===== config.mk =====
export PLATFORM = sky130hd
export DESIGN_NAME = fifo_uart_tx_flat
export DESIGN_NICKNAME = d
export VERILOG_FILES = /design/src/rtl/fifo_uart_tx_pkg.sv /design/src/rtl/fifo_uart_tx_if.sv /design/src/rtl/fifo_uart_tx_baud_tick_gen.sv /design/src/rtl/fifo_uart_tx.sv /design/src/flat_wrapper.sv
export SDC_FILE = /design/constraint.sdc
export NUM_CORES = 1
export LEC_CHECK = 0
export CORE_MARGIN = 1
export CORE_UTILIZATION = 45
export CTS_CLUSTER_DIAMETER = 120
export DETAILED_ROUTE_END_ITERATION = 8
export HOLD_SLACK_MARGIN = 0.06
export PLACE_DENSITY = 0.74
export SLEW_MARGIN = 5
export SYNTH_ARGS = -nofsm -noshare
export SYNTH_HDL_FRONTEND = slang
export SYNTH_SLANG_ARGS = --single-unit

===== constraint.sdc =====
create_clock -name clk -period 3.6 [get_ports clk]
set_input_delay 0.36 -clock clk [delete_from_list [all_inputs] [get_ports clk]]
set_output_delay 0.36 -clock clk [all_outputs]
set_load 0.03 [all_outputs]

===== src/rtl/fifo_uart_tx_pkg.sv =====
// Shared types and constants for the FIFO-fed UART transmitter.
package fifo_uart_pkg;

    typedef enum logic [2:0] {
        ST_IDLE   = 3'd0,
        ST_FETCH  = 3'd1,
        ST_LOAD   = 3'd2,
        ST_START  = 3'd3,
        ST_DATA   = 3'd4,
        ST_PARITY = 3'd5,
        ST_STOP   = 3'd6
    } state_t;

    // Serial bits in a frame for the default configuration: start, 8 data, 1 stop.
    localparam int FRAME_BITS  = 10;
    localparam bit PARITY_EVEN = 1'b1;

endpackage


===== src/rtl/fifo_uart_tx_if.sv =====
// Read-side handshake between the transmitter and the synchronous FIFO.
interface fifo_uart_tx_if #(
    parameter int WIDTH = 8
);
    logic             fifo_empty;
    logic             fifo_rd_en;
    logic [WIDTH-1:0] fifo_rd_data;

    modport master (input fifo_empty, input fifo_rd_data, output fifo_rd_en);
    modport slave  (output fifo_empty, output fifo_rd_data, input fifo_rd_en);
endinterface


===== src/rtl/fifo_uart_tx_baud_tick_gen.sv =====
// Bit-period counter; bit_end marks the last clk cycle of each serial bit.
module baud_tick_gen #(
    parameter int CLKS_PER_BIT = 16,
    localparam int CW = $clog2(CLKS_PER_BIT)
) (
    input  logic          clk,
    input  logic          rst,
    input  logic          clear,
    input  logic          enable,
    output logic          bit_end,
    output logic [CW-1:0] count
);

    assign bit_end = enable && (count == CW'(CLKS_PER_BIT - 1));

    always_ff @(posedge clk) begin
        if (rst || clear) begin
            count <= '0;
        end else if (enable) begin
            count <= bit_end ? '0 : count + 1'b1;
        end
    end

endmodule


===== src/rtl/fifo_uart_tx.sv =====
// Drains a synchronous FIFO one word at a time and shifts each word out as a
// UART frame (start, LSB-first data, optional even parity, 1 or 2 stops).
module fifo_uart_tx
    import fifo_uart_pkg::*;
#(
    parameter int WIDTH        = 8,
    parameter int CLKS_PER_BIT = 16,
    parameter bit PARITY_EN    = 1'b0,
    parameter int STOP_BITS    = 1
) (
    input  logic                  clk,
    input  logic                  rst,
    input  logic                  tx_en,
    fifo_uart_tx_if.master        fifo,
    output logic                  tx,
    output logic                  busy,
    output logic                  frame_done
);

    localparam int CW = $clog2(CLKS_PER_BIT);
    localparam int BW = $clog2(WIDTH + 2);

    state_t           state, state_nx;
    logic [WIDTH-1:0] shift_reg, shift_nx;
    logic             parity;
    logic [BW-1:0]    bit_cnt;
    logic [CW-1:0]    baud_cnt;
    logic             bit_end, baud_run;
    logic             last_data, last_stop;
    logic             tx_d, rd_en_d, busy_d, done_d;

    assign baud_run  = state inside {ST_START, ST_DATA, ST_PARITY, ST_STOP};
    assign last_data = bit_cnt == BW'(WIDTH - 1);
    assign last_stop = bit_cnt == BW'(STOP_BITS - 1);

    baud_tick_gen #(.CLKS_PER_BIT(CLKS_PER_BIT)) u_baud (
        .clk     (clk),
        .rst     (rst),
        .clear   (!baud_run),
        .enable  (baud_run),
        .bit_end (bit_end),
        .count   (baud_cnt)
    );

    // State register; every output is a flop fed from the next-state decode.
    always_ff @(posedge clk) begin
        if (rst) begin
            state           <= ST_IDLE;
            tx              <= 1'b1;
            fifo.fifo_rd_en <= 1'b0;
            busy            <= 1'b0;
            frame_done      <= 1'b0;
        end else begin
            state           <= state_nx;
            tx              <= tx_d;
            fifo.fifo_rd_en <= rd_en_d;
            busy            <= busy_d;
            frame_done      <= done_d;
        end
    end

    always_comb begin
        state_nx = state;
        case (state)
            ST_IDLE:   if (tx_en && !fifo.fifo_empty) state_nx = ST_FETCH;
            ST_FETCH:  state_nx = ST_LOAD;
            ST_LOAD:   state_nx = ST_START;
            ST_START:  if (bit_end) state_nx = ST_DATA;
            ST_DATA:   if (bit_end && last_data) state_nx = PARITY_EN ? ST_PARITY : ST_STOP;
            ST_PARITY: if (bit_end) state_nx = ST_STOP;
            ST_STOP:   if (bit_end && last_stop) state_nx = ST_IDLE;
            default:   state_nx = ST_IDLE;
        endcase
    end

    always_comb begin
        shift_nx = shift_reg;
        if (state == ST_LOAD) begin
            shift_nx = fifo.fifo_rd_data;
        end else if (state == ST_DATA && bit_end) begin
            shift_nx = shift_reg >> 1;
        end
    end

    // Line level is decoded one cycle early so tx changes exactly on bit boundaries.
    always_comb begin
        tx_d    = 1'b1;
        rd_en_d = state_nx == ST_FETCH;
        busy_d  = state_nx != ST_IDLE;
        done_d  = (state == ST_STOP) && last_stop && (baud_cnt == CW'(CLKS_PER_BIT - 2));
        case (state_nx)
            ST_START:  tx_d = 1'b0;
            ST_DATA:   tx_d = shift_nx[0];
            ST_PARITY: tx_d = parity;
            default:   tx_d = 1'b1;
        endcase
    end

    always_ff @(posedge clk) begin
        if (rst) begin
            shift_reg <= '0;
            parity    <= 1'b0;
            bit_cnt   <= '0;
        end else begin
            shift_reg <= shift_nx;
            if (state == ST_LOAD) begin
                parity <= ^fifo.fifo_rd_data ^ ~PARITY_EVEN;
            end
            if (!baud_run) begin
                bit_cnt <= '0;
            end else if (bit_end) begin
                if ((state == ST_DATA && !last_data) || (state == ST_STOP && !last_stop)) begin
                    bit_cnt <= bit_cnt + 1'b1;
                end else begin
                    bit_cnt <= '0;
                end
            end
        end
    end

endmodule


===== src/flat_wrapper.sv =====
// flat-port wrapper written by rule: the top's interface ports become plain ports
module fifo_uart_tx_flat import fifo_uart_pkg::*;
#(
    parameter int WIDTH        = 8,
    parameter int CLKS_PER_BIT = 16,
    parameter bit PARITY_EN    = 1'b0,
    parameter int STOP_BITS    = 1
)
  (clk, rst, tx_en, tx, busy, frame_done, fifo_fifo_empty, fifo_fifo_rd_data, fifo_fifo_rd_en);
  fifo_uart_tx_if #(.WIDTH(WIDTH)) fifo_i ();
  input  logic clk;
  input  logic rst;
  input  logic tx_en;
  output logic tx;
  output logic busy;
  output logic frame_done;
  input wire logic [$bits(fifo_i.fifo_empty)-1:0] fifo_fifo_empty;
  input wire logic [$bits(fifo_i.fifo_rd_data)-1:0] fifo_fifo_rd_data;
  output wire logic [$bits(fifo_i.fifo_rd_en)-1:0] fifo_fifo_rd_en;
  assign fifo_i.fifo_empty = fifo_fifo_empty;
  assign fifo_i.fifo_rd_data = fifo_fifo_rd_data;
  assign fifo_fifo_rd_en = fifo_i.fifo_rd_en;
  fifo_uart_tx #(.WIDTH(WIDTH), .CLKS_PER_BIT(CLKS_PER_BIT), .PARITY_EN(PARITY_EN), .STOP_BITS(STOP_BITS)) u_core (.clk(clk), .rst(rst), .tx_en(tx_en), .fifo(fifo_i), .tx(tx), .busy(busy), .frame_done(frame_done));
endmodule

# [Word-level counts from Yosys, hierarchy flattened]
# Index checks and enable logic that the tools add are counted.
[classes] mux=11 add_sub_neg=2 n_bitwise=1 reduce_logical=22 eq_ne=13
[ops] op="3-bit one-hot mux with 7 select lines" count=1
[ops] op="8-bit 2-to-1 mux" count=2
[ops] op="3-bit equality test, second input constant" count=5
[ops] op="3-bit 2-to-1 mux" count=5
[ops] op="3-bit by 2-bit equality test with 1-bit output, second input constant" count=3
[ops] op="1-bit logical AND" count=9
[ops] op="4-bit by 1-bit adder with 4-bit output, second input constant" count=2
[ops] op="4-bit equality test, second input constant" count=2
[ops] op="4-bit 2-to-1 mux" count=2
[ops] op="8-bit parity" count=1
[ops] op="3-bit by 1-bit equality test with 1-bit output, second input constant" count=2
[ops] op="4-bit by 3-bit equality test with 1-bit output, second input constant" count=1
[ops] op="1-bit logical NOT" count=4
[ops] op="4-bit logical NOT" count=1
[ops] op="4-bit nonzero test" count=1
[ops] op="3-bit logical NOT" count=1
[ops] op="1-bit one-hot mux with 3 select lines" count=1
[ops] op="3-bit nonzero test" count=1
[ops] op="1-bit logical OR" count=2
[ops] op="2-bit nonzero test" count=1
[ops] op="2-bit OR reduction" count=1
[ops] op="1-bit inverter" count=1
[word_totals] register_bits=24 output_inout_bits=4 in_bits=12

# [Logic depth before layout (Yosys ltp)]
# Gate-level depths: netlist of run 1.
[logic_depth] word_depth=8 ltp_mapped=8

# [Cells and area by module]
# Synthesis of run 1 repeated with hierarchy kept, for this count alone.
[hier_totals] hier_cells=148 area_unflattened_um2=1322.5
[by_module_without_submodules] module="fifo_uart_tx" cells_per_inst=128 seq_area_each_um2=400.4 area_each_um2=1126.1 n_inst=1
[by_module_without_submodules] module="baud_tick_gen" cells_per_inst=20 seq_area_each_um2=80.1 area_each_um2=196.4 n_inst=1

# [Worst setup path before layout of run 1]
# OpenSTA, ideal clock, no wires.
[synth_timing] kind="reg2reg" startpoint="register u_core.u_baud.count[0]" endpoint="register u_core.tx" period_less_slack_ps=1556 setup_slack_ps=2044 path_stages_with_launch=8 arrival_time_ps=1433 required_time_ps=3477 cell_sequence="dfxtp_1 -> ha_1 -> and3_1 -> buf_2 -> nor3b_1 -> a211oi_2 -> mux2i_1 -> a21oi_1"
[synth_between] elab_chain_len=7 elab_cells_between_ends=16 cone_classes="eq/ne (4); mux (8); reduce/logical (4)"
[synth_rtl] item="start: declaration" line_no="fifo_uart_tx_baud_tick_gen.sv:11" rtl="output logic [CW-1:0] count"
[synth_rtl] item="start signal: assignment" line_no="fifo_uart_tx_baud_tick_gen.sv:20" rtl="count <= bit_end ? '0 : count + 1'b1;"
[synth_rtl] item="4-bit equality test *" line_no="fifo_uart_tx_baud_tick_gen.sv:14" rtl="assign bit_end = enable && (count == CW'(CLKS_PER_BIT - 1));"
[synth_rtl] item="1-bit logical AND *" line_no="fifo_uart_tx_baud_tick_gen.sv:14"
[synth_rtl] item="1-bit logical AND, on equally long branches" line_no="fifo_uart_tx.sv:71, fifo_uart_tx.sv:69"
[synth_rtl] item="3-bit 2-to-1 mux, on equally long branches" line_no="fifo_uart_tx.sv:71, fifo_uart_tx.sv:69"
[synth_rtl] item="3-bit one-hot mux with 7 select lines" line_no="fifo_uart_tx.sv:64" rtl="case (state)"
[synth_rtl] item="3-bit equality test / 3-bit by 2-bit equality test with 1-bit output (equally long branches)" line_no="fifo_uart_tx.sv:91" rtl="case (state_nx)"
[synth_rtl] item="1-bit one-hot mux with 3 select lines *" line_no="fifo_uart_tx.sv:91"
[synth_rtl] item="end signal: assignment" line_no="fifo_uart_tx.sv:55" rtl="tx <= tx_d;"
[synth_rtl] item="end: declaration" line_no="fifo_uart_tx.sv:15" rtl="output logic tx,"
# Mark *: on every way between the ends. The rest lies on a longest branch, timed or not. The select of a mux whose other input is x is not followed.
# A chain may end at the register's enable or synchronous reset.

# [Worst setup path in the final report of run 1]
# Ends and elaborated chain as after synthesis.

==> impl_metrics.env, run 1 <==
export IMPL_setup_viol=0
export IMPL_fin_crit_sh=0.6255
export IMPL_postSynthAreaPerCell_um2=8.297
export IMPL_report_final_slew_viol_count=0
export IMPL_core_area_um2=2567
export IMPL_layout_area_seq_um2=480.5
export IMPL_peakVddDrop_v=0.0002548
export IMPL_max_cap_violations=0
export IMPL_cts_root_buf="clkbuf_4"
export IMPL_dp_hpwl_um=1818
export IMPL_drc=0
export IMPL_fin_cells=191
export IMPL_portBuffers=15
export IMPL_rows=18
export IMPL_syn_area_um2=1261
export IMPL_crit_type="reg -> reg"
export IMPL_cts_tree="built"
export IMPL_reg2reg_slack_ns=1.35
export IMPL_clk_pin_slew_ns=0.13
export IMPL_power_density_nw_per_um2=351.6
export IMPL_netlist_instances=152
export IMPL_final_cell_mix="dfxtp_1, nor2_1, nand2_1, clkdlybuf4s50_1, nand3_1"
export IMPL_status="finished, final reports clean"
export IMPL_timing_rr_end="u_core.tx"
export IMPL_cts_sinks=24
export IMPL_dieArea_um2=3018
export IMPL_cp_arrival_ns=2.47
export IMPL_initialDrtViolationCount=24
export IMPL_antenna_found_initial=0
export IMPL_wl_per_cell_um=12.87
export IMPL_min_from="u_core.shift_reg[7]"
export IMPL_max_slew_margin_rel=0.4723
export IMPL_drive_above_1_share=0.05590
export IMPL_cp_end_kind="flop"
export IMPL_fin_worst_skew_ns=0.007472
export IMPL_cts_buffers=3
export IMPL_min_period_ns=2.252
export IMPL_post_route_util=0.5609
export IMPL_post_cts_setup_buffer_count=0
export IMPL_finalNetCount=178
export IMPL_num_antenna_cells=0
export IMPL_whs_path_depth=2
export IMPL_ant_nets=0
export IMPL_htree_num_levels=1
export IMPL_grt_pass1_vias=951
export IMPL_clock_fmax_ghz=0.4441
export IMPL_yosys_most_used_dff="dfxtp_1"
export IMPL_fillers=252
export IMPL_worstPathRequired_ns=3.82
export IMPL_largest_reg_flops=8
export IMPL_syn_to_final_growth_pct=14.19
export IMPL_grt_usage=0.1855
export IMPL_start_kind="flop"
export IMPL_ctsHoldBuffers=0
export IMPL_overflow=0
export IMPL_min_to="u_core.shift_reg[7]"
export IMPL_tightest_slew_ns=0.7915
export IMPL_synth_nets=168
export IMPL_ctsLongestPathBuffers=2
export IMPL_viasPerCell=5.660
export IMPL_dp_cells=187
export IMPL_via_count=1081
export IMPL_layout_commonest_cell="dfxtp_1"
export IMPL_grt_first_pass_wirelength_um=4043
export IMPL_synth_seq_cells=24
export IMPL_fin_area_um2=1440
export IMPL_clock_latency_ns=0.31
export IMPL_reg2reg_depth=6
export IMPL_critical_path_max_fanout=24
export IMPL_ioPinCount=16
export IMPL_multi_input_area_um2=720.7
export IMPL_drt_total_wl_um=2459
export IMPL_fp_dieW_um=54.94
export IMPL_async_flop_share=0
export IMPL_place_area_um2=1404
export IMPL_start_util=0.4912
export IMPL_rsz0062_at_grt="false"
export IMPL_hold_viol_final=0
export IMPL_die_h_um=54.94
export IMPL_synthDistinctLibCells=39
export IMPL_min_path_type="reg -> reg"
export IMPL_ctsResizeCount=0
export IMPL_routabilityCongestion=0.8323
export IMPL_firstDrtPassIters=4
export IMPL_synth_edf_count=0
export IMPL_synth_seq_area_share=0.3810
export IMPL_cellLeakagePower_nw=0.5062
export IMPL_yosysWarnings=0
export IMPL_timing_rr_start="u_core.u_baud.count[0]"
export IMPL_fin_setup_tns_ns=0
export IMPL_grt_max_degree=25
## layout make-up
| cell class | count | share of cell area |
|---|---|---|
| multi-input cells | 114 | 0.5004 |
| flip-flops and latches | 24 | 0.3336 |
| repair buffers | 15 | 0.1043 |
| well taps | 30 | 0.02606 |
| clock buffers | 4 | 0.02520 |
| inverters | 4 | 0.01043 |
## report_power, final
part	switching, W	internal, W	leakage [nW]
combinational	0.0000353	0.0000405	0.290
sequential	0.0000118	0.000278	0.195
clock	0.0000786	0.0000618	0.0210
## worst max-delay path, stage by stage, from the launching register on
cell and delay, ns:
dfxtp_1 0.40, ha_1 0.22, and3_1 0.70, nor3b_1 0.16, a211oi_2 0.36, mux2i_1 0.24
a21oi_1 0.08
## per-layer routing
| layer | global-route usage | vias to the layer above | share of wire |
|---|---|---|---|
| met2 | 0.2992 | 17 | 0.47 |
| met4 | 0.03750 | 0 | 0.0049 |
| met5 | 0 | - | 0 |
| met3 | 0.06831 | 2 | 0.045 |
| met1 | 0.2364 | 510 | 0.47 |
| li1 | - | 552 | - |
## how the worst max path moves through the flow
| stage | from | end |
|---|---|---|
| 2_1_floorplan | u_core.u_baud.count[0] | u_core.tx |
| 3_3_place_gp | u_core.u_baud.count[0] | u_core.tx |
| 3_5_place_dp | u_core.u_baud.count[0] | u_core.tx |
| 4_1_cts | u_core.u_baud.count[0] | u_core.tx |
| 5_1_grt | u_core.u_baud.count[0] | u_core.tx |
| 6_report | u_core.u_baud.count[0] | u_core.tx |
## per-stage QoR
stage / hold slack, ns / setup WS, ns / total power [W]
5_1_grt: 0.5199 / 1.154 / 0.0005335
4_1_cts: 0.4963 / 1.358 / 0.0005156
2_1_floorplan: 0.4481 / 2.044 / 0.0003461
3_3_place_gp: 0.4626 / 1.518 / 0.0003698
6_report: 0.4866 / 1.348 / 0.0005063
3_5_place_dp: 0.4757 / 1.380 / 0.0003721
## cells by family (layout without fill, tap and decap cells)
logic type / after synthesis / count (layout) / share of synthesized area
compound gates: 28 / 28 / 0.1587
flops: 24 / 24 / 0.3810
xor+xnor: 12 / 12 / 0.08333
mux: 1 / 1 / 0.007937
fa+ha+maj: 4 / 4 / 0.03968
buf+inv: 14 / 23 / 0.04761
simple gates: 69 / 69 / 0.2818
## cells in the mapped netlist (3+ instances only)
cell type,instances,area [um^2]
dfxtp_1,24,480.5
nor2_1,19,71.32
nand2_1,15,56.30
nand3_1,12,60.06
xnor2_1,10,87.58
a21oi_1,9,45.04
a311oi_1,6,52.55
buf_2,6,30.03
ha_1,4,50.05
inv_1,4,15.01
nor3_1,4,20.02
and3_1,3,18.77
clkbuf_1,3,11.26
(Power assumes the default switching activity.)
==> run 2: changes to the inputs <==
--- a/config.mk
+++ b/config.mk
@@ -10,7 +10,7 @@
 export CTS_CLUSTER_DIAMETER = 120
 export DETAILED_ROUTE_END_ITERATION = 8
 export HOLD_SLACK_MARGIN = 0.06
-export PLACE_DENSITY = 0.74
+export PLACE_DENSITY = 0.77
 export SLEW_MARGIN = 5
 export SYNTH_ARGS = -nofsm -noshare
 export SYNTH_HDL_FRONTEND = slang
==> constraint.sdc (replaced) <==
create_clock -name clk -period 2 [get_ports clk]
set_input_delay 0.2 -clock clk [delete_from_list [all_inputs] [get_ports clk]]
set_output_delay 0.2 -clock clk [all_outputs]
set_load 0.03 [all_outputs]
==> impl_metrics.env, run 2 (synthesis gave the netlist of run 1 again) <==
export IMPL_status="finished, final reports clean"
export IMPL_crit_family="flip-flops"
export IMPL_max_cap_violations=0
export IMPL_place_area_um2=1456
export IMPL_grt_max_degree=16
export IMPL_fin_area_um2=1493
export IMPL_drt_total_wl_um=2562
export IMPL_post_place_ws_ns=0.3114
export IMPL_clock_latency_ns=0.31
export IMPL_fin_crit_sh=0.8438
export IMPL_portBuffers=15
export IMPL_final_cell_mix="dfxtp_1, nor2_1, nand2_1, clkdlybuf4s50_1, nand3_1"
export IMPL_rsz0062_at_grt="false"
export IMPL_setup_viol=0
export IMPL_critical_path_startpoint="u_core.state[1]"
export IMPL_max_stage_delay_ns=0.49
export IMPL_hold_viol_final=0
export IMPL_post_cts_setup_buffer_count=0
export IMPL_syn_to_final_growth_pct=18.35
export IMPL_ctsHoldBuffers=0
export IMPL_whs_path_depth=3
export IMPL_wl_per_cell_um=12.94
export IMPL_min_period_ns=1.688
export IMPL_report_final_slew_viol_count=0
export IMPL_cts_root_buf="clkbuf_4"
export IMPL_cp_end_kind="flop"
export IMPL_cts_buffers=3
export IMPL_tightest_slew_ns=0.4986
export IMPL_start_util=0.4912
export IMPL_core_area_um2=2567
export IMPL_die_h_um=54.94
export IMPL_min_path_type="in -> reg"
export IMPL_viasPerCell=5.601
export IMPL_clockPowerShare=0.274
export IMPL_dieArea_um2=3018
export IMPL_power_density_nw_per_um2=616.9
export IMPL_via_count=1109
export IMPL_dp_hpwl_um=1914
export IMPL_cp_buffers_inverters=0
export IMPL_worstPathRequired_ns=2.26
export IMPL_grt_pass1_vias=1036
export IMPL_reg2reg_slack_ns=0.31
export IMPL_fin_setup_tns_ns=0
export IMPL_min_to="u_core.shift_reg[7]"
export IMPL_p_int_w=0.0006925
export IMPL_grt_first_pass_wirelength_um=4381
export IMPL_timing_rr_start="u_core.state[1]"
export IMPL_clk_pin_slew_ns=0.13
export IMPL_post_route_util=0.5814
export IMPL_cts_tree="built"
export IMPL_clock_fmax_ghz=0.5926
export IMPL_p_seq_frac=0.558
export IMPL_p_switching_w=0.0002284
export IMPL_ctsResizeCount=0
export IMPL_peakVddDrop_v=0.0005870
export IMPL_fillers=237
export IMPL_ioPinCount=16
export IMPL_start_kind="flop"
export IMPL_crit_chain="nand2_1 -> xnor2_1 -> nand2b_2 -> a31o_2 -> nor2_1"
export IMPL_htree_num_levels=1
export IMPL_crit_type="reg -> reg"
export IMPL_reg2reg_depth=5
export IMPL_rows=18
export IMPL_cts_sinks=24
export IMPL_cpMaxStageDelayCell="dfxtp_1"
export IMPL_overflow=0
export IMPL_finalNetCount=185
export IMPL_cellLeakagePower_nw=0.5422
export IMPL_timing_rr_end="u_core.bit_cnt[2]"
export IMPL_fin_worst_skew_ns=0.004680
export IMPL_critical_path_max_fanout=7
export IMPL_cp_arrival_ns=1.95
export IMPL_initialDrtViolationCount=17
export IMPL_largest_reg_flops=8
export IMPL_max_slew_margin_rel=0.6652
export IMPL_fp_dieW_um=54.94
export IMPL_routabilityCongestion=0.8852
export IMPL_drc=0
export IMPL_min_from="fifo_fifo_rd_data[7]"
export IMPL_layout_commonest_cell="dfxtp_1"
export IMPL_ctsLongestPathBuffers=2
export IMPL_firstDrtPassIters=4
export IMPL_antenna_found_initial=0
export IMPL_ant_nets=0
export IMPL_num_antenna_cells=0
export IMPL_drive_above_1_share=0.09524
export IMPL_p_comb_frac=0.168
export IMPL_swShare=0.2481
export IMPL_grt_usage=0.2017
export IMPL_fin_ws_ns=0.3125
[run 2: cell count changes in the layout (fill, tap and decap cells not counted), sizes merged]
cell  delta
buf      +7
[run 2: metrics by stage]
stage                     hold WS [ns]   power, W  cells
after floorplan                 0.3360  0.0006230    152
after global placement          0.4661  0.0006758    194
after detailed placement        0.4719  0.0006791    194
after CTS                       0.4701  0.0009327    198
after global routing            0.4743  0.0009705    198
final                           0.4775  0.0009209    198
[run 2: worst max-delay path by stage]
stage,end,slack (ns),cells after the start
after floorplan,u_core.tx,0.44,7
after CTS,u_core.shift_reg[5],0.28,6
after detailed placement,u_core.shift_reg[5],0.31,6
final,u_core.bit_cnt[2],0.31,5
after global routing,u_core.shift_reg[5],0.18,6
after global placement,u_core.bit_cnt[2],0.37,5
[run 2: per-layer routing]
| layer | vias up | GRT usage | wire (um) |
|---|---|---|---|
| met5 | - | 0 | 0 |
| met4 | 0 | 0.05000 | 15 |
| met3 | 2 | 0.06011 | 103 |
| met2 | 23 | 0.3213 | 1216 |
| met1 | 517 | 0.2659 | 1227 |
| li1 | 567 | - | - |
[run 2: area by class of cell]
| cell class | instances | area [um^2] | area share |
|---|---|---|---|
| clock buffer | 4 | 36.28 | 0.02431 |
| inverter | 4 | 15.01 | 0.01006 |
| multi-input combinational | 114 | 720.7 | 0.4828 |
| sequential | 24 | 480.5 | 0.3219 |
| tap | 30 | 37.54 | 0.02515 |
| timing repair buffer | 22 | 202.7 | 0.1358 |
[run 2: worst min-delay path, stage by stage]
cell	delay [ns]
clkdlybuf4s50_1	0.44
nand2_1	0.07
a21oi_1	0.05
[run 2: power by group through the flow]
stage	clock network (W)	logic, W	registers (W)
2_1_floorplan	0	0.0000904	0.000533
3_3_place_gp	0	0.000152	0.000524
3_5_place_dp	0	0.000154	0.000525
4_1_cts	0.000263	0.000155	0.000514
5_1_grt	0.000284	0.000169	0.000518
6_report	0.000252	0.000155	0.000514
